==> src/rtl/arty7_gpio_debounce_if.sv <==
// ---------------------------------------------------------------------------
// arty7_gpio_debounce_if
//   Bundles the pin-side and SoC-side signals of the GPIO debounce stage.
//
//   gpio_i    : raw asynchronous board pins (switches/buttons)
//   gpio_o    : debounced stable level per pin
//   rise_o    : sticky rising-edge flags
//   fall_o    : sticky falling-edge flags
//   evt_clr_i : per-pin clear of the rise/fall flags
//
//   master : the side that drives pins/clears and reads results (board top)
//   slave  : the debounce stage itself
// ---------------------------------------------------------------------------
interface arty7_gpio_debounce_if #(
  parameter int NUM_PINS = 4
);
  logic [NUM_PINS-1:0] gpio_i;
  logic [NUM_PINS-1:0] gpio_o;
  logic [NUM_PINS-1:0] rise_o;
  logic [NUM_PINS-1:0] fall_o;
  logic [NUM_PINS-1:0] evt_clr_i;

  modport master (
    output gpio_i,
    output evt_clr_i,
    input  gpio_o,
    input  rise_o,
    input  fall_o
  );

  modport slave (
    input  gpio_i,
    input  evt_clr_i,
    output gpio_o,
    output rise_o,
    output fall_o
  );
endinterface

==> src/rtl/arty7_gpio_debounce.sv <==
// ---------------------------------------------------------------------------
// arty7_gpio_debounce
//   Input conditioning between the Arty A7 switch/button pins and the SoC
//   GPIO input bus. Each pin is synchronised with two flops, then a new level
//   must persist for DBNC_CYCLES consecutive cycles before it is accepted as
//   the stable level. Optional sticky rise/fall event flags with a clear.
//
// Ports:
//   clk_i   : system clock (clock-wizard output)
//   rst_i   : synchronous, active-high reset
//   bus     : arty7_gpio_debounce_if.slave
//               gpio_i    raw pins in
//               gpio_o    debounced levels out (registered)
//               rise_o    sticky rising-edge flags
//               fall_o    sticky falling-edge flags
//               evt_clr_i per-pin flag clear
//
// Parameters:
//   NUM_PINS    : number of conditioned pins
//   DBNC_CYCLES : cycles a new level must hold before acceptance (>= 1)
//   RESET_VAL   : reset value of synchroniser flops and gpio_o
//
// Build option:
//   GPIO_DBNC_EDGE_EN : when defined, builds the sticky edge flags and their
//                       clear logic; otherwise rise_o/fall_o are tied to 0
//                       and evt_clr_i is ignored.
// ---------------------------------------------------------------------------
module arty7_gpio_debounce #(
  parameter int                  NUM_PINS    = 4,
  parameter int                  DBNC_CYCLES = 500000,
  parameter logic [NUM_PINS-1:0] RESET_VAL   = '0
) (
  input  logic                  clk_i,
  input  logic                  rst_i,
  arty7_gpio_debounce_if.slave  bus
);

  localparam int               CNT_W    = $clog2(DBNC_CYCLES + 1);
  localparam logic [CNT_W-1:0] CNT_LAST = CNT_W'(DBNC_CYCLES - 1);

  logic [NUM_PINS-1:0] s1;
  logic [NUM_PINS-1:0] s2;
  logic [NUM_PINS-1:0] stable;
  logic [NUM_PINS-1:0] accept;
  logic [CNT_W-1:0]    cnt [NUM_PINS];

  // Two-flop synchroniser; the reset value is applied here too so that a
  // freshly reset pin does not look like a pending change.
  always_ff @(posedge clk_i) begin
    if (rst_i) begin
      s1 <= RESET_VAL;
      s2 <= RESET_VAL;
    end else begin
      s1 <= bus.gpio_i;
      s2 <= s1;
    end
  end

  // A pin's new level is accepted on the edge where it has already been seen
  // DBNC_CYCLES-1 times in a row and is still different from the stable one.
  always_comb begin
    accept = '0;
    for (int k = 0; k < NUM_PINS; k++) begin
      accept[k] = (s2[k] != stable[k]) && (cnt[k] == CNT_LAST);
    end
  end

  // Counter only advances while the synchronised level differs from the
  // stable one, and is cleared on acceptance, so it never passes CNT_LAST.
  always_ff @(posedge clk_i) begin
    if (rst_i) begin
      stable <= RESET_VAL;
      for (int k = 0; k < NUM_PINS; k++) begin
        cnt[k] <= '0;
      end
    end else begin
      for (int k = 0; k < NUM_PINS; k++) begin
        if (accept[k]) begin
          stable[k] <= s2[k];
          cnt[k]    <= '0;
        end else if (s2[k] == stable[k]) begin
          cnt[k] <= '0;
        end else begin
          cnt[k] <= cnt[k] + CNT_W'(1);
        end
      end
    end
  end

  assign bus.gpio_o = stable;

`ifdef GPIO_DBNC_EDGE_EN
  logic [NUM_PINS-1:0] rise_q;
  logic [NUM_PINS-1:0] fall_q;

  // Set has priority over clear so an event landing on a clear edge is kept.
  always_ff @(posedge clk_i) begin
    if (rst_i) begin
      rise_q <= '0;
      fall_q <= '0;
    end else begin
      rise_q <= (accept &  s2) | (rise_q & ~bus.evt_clr_i);
      fall_q <= (accept & ~s2) | (fall_q & ~bus.evt_clr_i);
    end
  end

  assign bus.rise_o = rise_q;
  assign bus.fall_o = fall_q;
`else
  logic [NUM_PINS-1:0] unused_evt_clr;

  assign unused_evt_clr = bus.evt_clr_i;
  assign bus.rise_o     = '0;
  assign bus.fall_o     = '0;
`endif

endmodule
==> src/flat_wrapper.sv <==
// flat-port wrapper written by rule: the top's interface ports become plain ports
module arty7_gpio_debounce_flat 
#(
  parameter int                  NUM_PINS    = 4,
  parameter int                  DBNC_CYCLES = 500000,
  parameter logic [NUM_PINS-1:0] RESET_VAL   = '0
)
  (clk_i, rst_i, bus_gpio_i, bus_evt_clr_i, bus_gpio_o, bus_rise_o, bus_fall_o);
  arty7_gpio_debounce_if #(.NUM_PINS(NUM_PINS)) bus_i ();
  input  logic clk_i;
  input  logic rst_i;
  input wire logic [$bits(bus_i.gpio_i)-1:0] bus_gpio_i;
  input wire logic [$bits(bus_i.evt_clr_i)-1:0] bus_evt_clr_i;
  output wire logic [$bits(bus_i.gpio_o)-1:0] bus_gpio_o;
  output wire logic [$bits(bus_i.rise_o)-1:0] bus_rise_o;
  output wire logic [$bits(bus_i.fall_o)-1:0] bus_fall_o;
  assign bus_i.gpio_i = bus_gpio_i;
  assign bus_i.evt_clr_i = bus_evt_clr_i;
  assign bus_gpio_o = bus_i.gpio_o;
  assign bus_rise_o = bus_i.rise_o;
  assign bus_fall_o = bus_i.fall_o;
  arty7_gpio_debounce #(.NUM_PINS(NUM_PINS), .DBNC_CYCLES(DBNC_CYCLES), .RESET_VAL(RESET_VAL)) u_core (.clk_i(clk_i), .rst_i(rst_i), .bus(bus_i));
endmodule
==> config.mk <==
export PLATFORM = sky130hd
export DESIGN_NAME = arty7_gpio_debounce_flat
export DESIGN_NICKNAME = d
export VERILOG_FILES = /design/src/rtl/arty7_gpio_debounce_if.sv /design/src/rtl/arty7_gpio_debounce.sv /design/src/flat_wrapper.sv
export SDC_FILE = /design/constraint.sdc
export NUM_CORES = 1
export LEC_CHECK = 0
export BUFFER_PORTS_ARGS = -buffer_cell sky130_fd_sc_hd__buf_2
export CORE_UTILIZATION = 40
export CTS_BUF_LIST = sky130_fd_sc_hd__clkbuf_8
export CTS_CLUSTER_DIAMETER = 200
export CTS_CLUSTER_SIZE = 28
export DETAILED_ROUTE_END_ITERATION = 8
export HOLD_SLACK_MARGIN = 0.02
export PLACE_DENSITY = 0.68
export SLEW_MARGIN = 20
export SYNTH_ARGS = -nofsm -noshare
export SYNTH_HDL_FRONTEND = slang
export SYNTH_SLANG_ARGS = --single-unit
==> constraint.sdc <==
create_clock -name clk_i -period 2.2 [get_ports clk_i]
set_input_delay 0.22 -clock clk_i [delete_from_list [all_inputs] [get_ports clk_i]]
set_output_delay 0.22 -clock clk_i [all_outputs]
set_load 0.01 [all_outputs]
==> results.toml <==
[yosys]
synth-seq-area-share = 0.540
async_flop_share = 0
netlist_instances = 452
avgSynthCellArea_sq_um = 10.3
synth_top_family_by_area = "simple AND/OR/NAND/NOR gates"
synth_compound_area_frac = 0.0614
yosys.area_share.adder = 0.0107
synthDistinctLibCells = 41
synth_edf_count = 76
synthMuxAreaShare = 0.00214
ys.flop_type = "edfxtp_1"
syn_area_sq_mm = 0.00467
yosys.area_share.simple = 0.252
synth_xor_area_frac = 0.0957
yosysWarnings = 0
synth-seq-cells = 88

[route]
wire_per_inst_um = 11.8
routed_wl_um = 8290
via_count = 3484
drc = 0
drt_iter0_drc = 145
vias_per_cell = 4.94
first_pass_iters = 6
postRouteAntennaNets = 0

[grt]
top_usage_layer = "met2"
grt_pass1_vias = 3159
grt_pass1_wl_um = 13800
grt_max_degree = 20
grt_use_total = 0.145
grt.overflow.total = 0
antenna_found_initial = 0
grt_use_met3 = 0.0276
grt_use_met2 = 0.234
grt_use_met1 = 0.191

[sta]
hold_viol = 0
rsz0062_at_grt = "no"
fin_crit_ns = 2.04
tightest_slew_ns = 0.649
max_clock_freq_mhz = 491
post-route-period-util = 0.926
fin_skew_ns = 0.00833
final-setup-viol-count = 0
fin_tns_setup_ns = 0
slew_headroom = 0.563
slew_violations = 0

[setup_path]
worstPathMaxFanout = 8
rrSetupSlack_ns = 0.16
cp.buffers_inverters = 0
end_kind = "register"
critPathRequiredTime_ns = 2.39
worstPathArrival_ns = 2.23
path_delay_family = "simple AND/OR/NAND/NOR gates"
timing.critical_path.slowest_cell_delay_ns = 0.61
start_kind = "register"
crit_type = "register to register"
slowest_stage = "or4_4"
cp_cell_sequence = "nand4_1 -> or4_4 -> or4_1 -> a21oi_1"

[placed_design]
dp.cells = 687
io_buffers = 9
place_congestion = 0.807
place_hpwl_um = 6000

[layout]
final_cells = 705
antennaDiodeCount = 0
multi_input_area_sq_mm = 0.00229
ff_latch_area_sq_mm = 0.00252
mostFrequentLayoutCell = "conb_1"
final_util = 0.480
nets = 571
filler_cell_count = 1076
syn2layout_area_growth_pct = 17.5
layout_common_cells = "conb_1 (84), edfxtp_1 (76), nor2_1 (63)"
drive_gt1_frac = 0.0961

[run_status]
status = "completed"

[clock_tree]
insertion_delay_ns = 0.34
cts_hold_buf = 0
cts_root_buf = "clkbuf_8"
clock-sinks = 88
path_clk_slew_ns = 0.09
numCtsBuffers = 9
htreeDepth = 3
cts_max_path_buffers = 2
cts_tree = "built"

[power_and_ir_drop]
leakage_uw = 0.00190
power_density_mw_per_mm2 = 610
irDropWorstVdd_mv = 0.326

[floorplan]
die_w_um = 110
coreArea_sq_mm = 0.0114
start_util = 0.409
dieArea_sq_mm = 0.0121
fp.dieH_um = 110
io_pins = 22
rows = 39

[flow_run]
maxCapViolations = 0

[hold_path]
hold_class = "primary input to register"
layout make-up:
type / instances / area share
sequential: 88 / 0.460
multi-input combinational: 411 / 0.418
timing repair buffer: 28 / 0.0365
tap: 143 / 0.0326
clock buffer: 10 / 0.0251
clock inverter: 6 / 0.0151
inverter: 19 / 0.0130
per-layer routing:
| metal | wire length, um | part of all wire |
|---|---|---|
| met1 | 4010 | 0.48 |
| met2 | 4000 | 0.48 |
| met3 | 206 | 0.025 |
| met4 | 81 | 0.0098 |
| met5 | 0 | 0 |
report_power, final:
| part | leakage (uW) | switching [uW] | internal (uW) |
|---|---|---|---|
| combinational | 0.000906 | 98.7 | 69.0 |
| sequential | 0.000882 | 66.9 | 1880 |
| clock | 0.000112 | 570 | 666 |
metrics by stage:
stage | area [sq um] | hold slack, ns | setup slack, ns | power, uW
after global placement | 5250 | 0.418 | 0.185 | 2140
final | 5480 | 0.0859 | 0.162 | 3350
after CTS | 5470 | 0.0731 | 0.0460 | 3390
after global routing | 5480 | 0.0691 | 0.0326 | 3480
after floorplan | 4980 | 0.348 | 0.0828 | 2100
after detailed placement | 5250 | 0.427 | 0.0781 | 2140
state kept, by name (all words and copies together), names as in the netlist:
signal and flops:
u_core.bus.gpio_o 4, u_core.s1 4, u_core.s2 4, u_core.cnt 76
cell families (layout without fill, tap and decap cells):
kind of cell / Yosys count / in the layout
muxes: 1 / 1
and+or+nand+nor: 219 / 219
adders and majority gates: 4 / 4
DFF: 88 / 88
xor gates and xnor gates: 51 / 51
buffers and inverters: 35 / 63
AOI/OAI and AO/OA: 52 / 52
other: 2 / 84
what timing repair did:
item | CTS | global route
buffers inserted | 0 | 2
gates resized for setup | 0 | 1
setup endpoints to repair | 0 | 2
path summary, 6_finish.rpt:
kind	start	to	depth (start not counted)
max reg2reg	u_core.cnt[0][10]	u_core.cnt[0][17]	4
min reg2reg	u_core.s1[3]	u_core.s2[3]	1
max	u_core.cnt[0][10]	u_core.cnt[0][17]	4
min	bus_gpio_i[3]	u_core.s1[3]	2
cell usage after synthesis, types with 4 or more instances:
cell,number,area [sq um]
nor4b_1,6,52.6
xnor2_1,33,289
and3_1,4,25.0
inv_1,19,71.3
or3_2,4,30.0
clkbuf_1,5,18.8
nor2_1,63,236
or4_1,8,60.1
ha_1,4,50.1
nand3_1,25,125
dfxtp_1,12,240
a21oi_1,24,120
nand4_1,20,125
o31ai_1,4,30.0
nor3_1,12,60.1
o21ai_0,17,85.1
nand2_1,25,93.8
xor2_1,18,158
buf_4,9,67.6
and4_1,8,70.1
or3_1,14,87.6
nor2b_1,9,56.3
nor4_1,10,62.6
edfxtp_1,76,2280
Note: power is estimated with default switching activity, not from simulation.
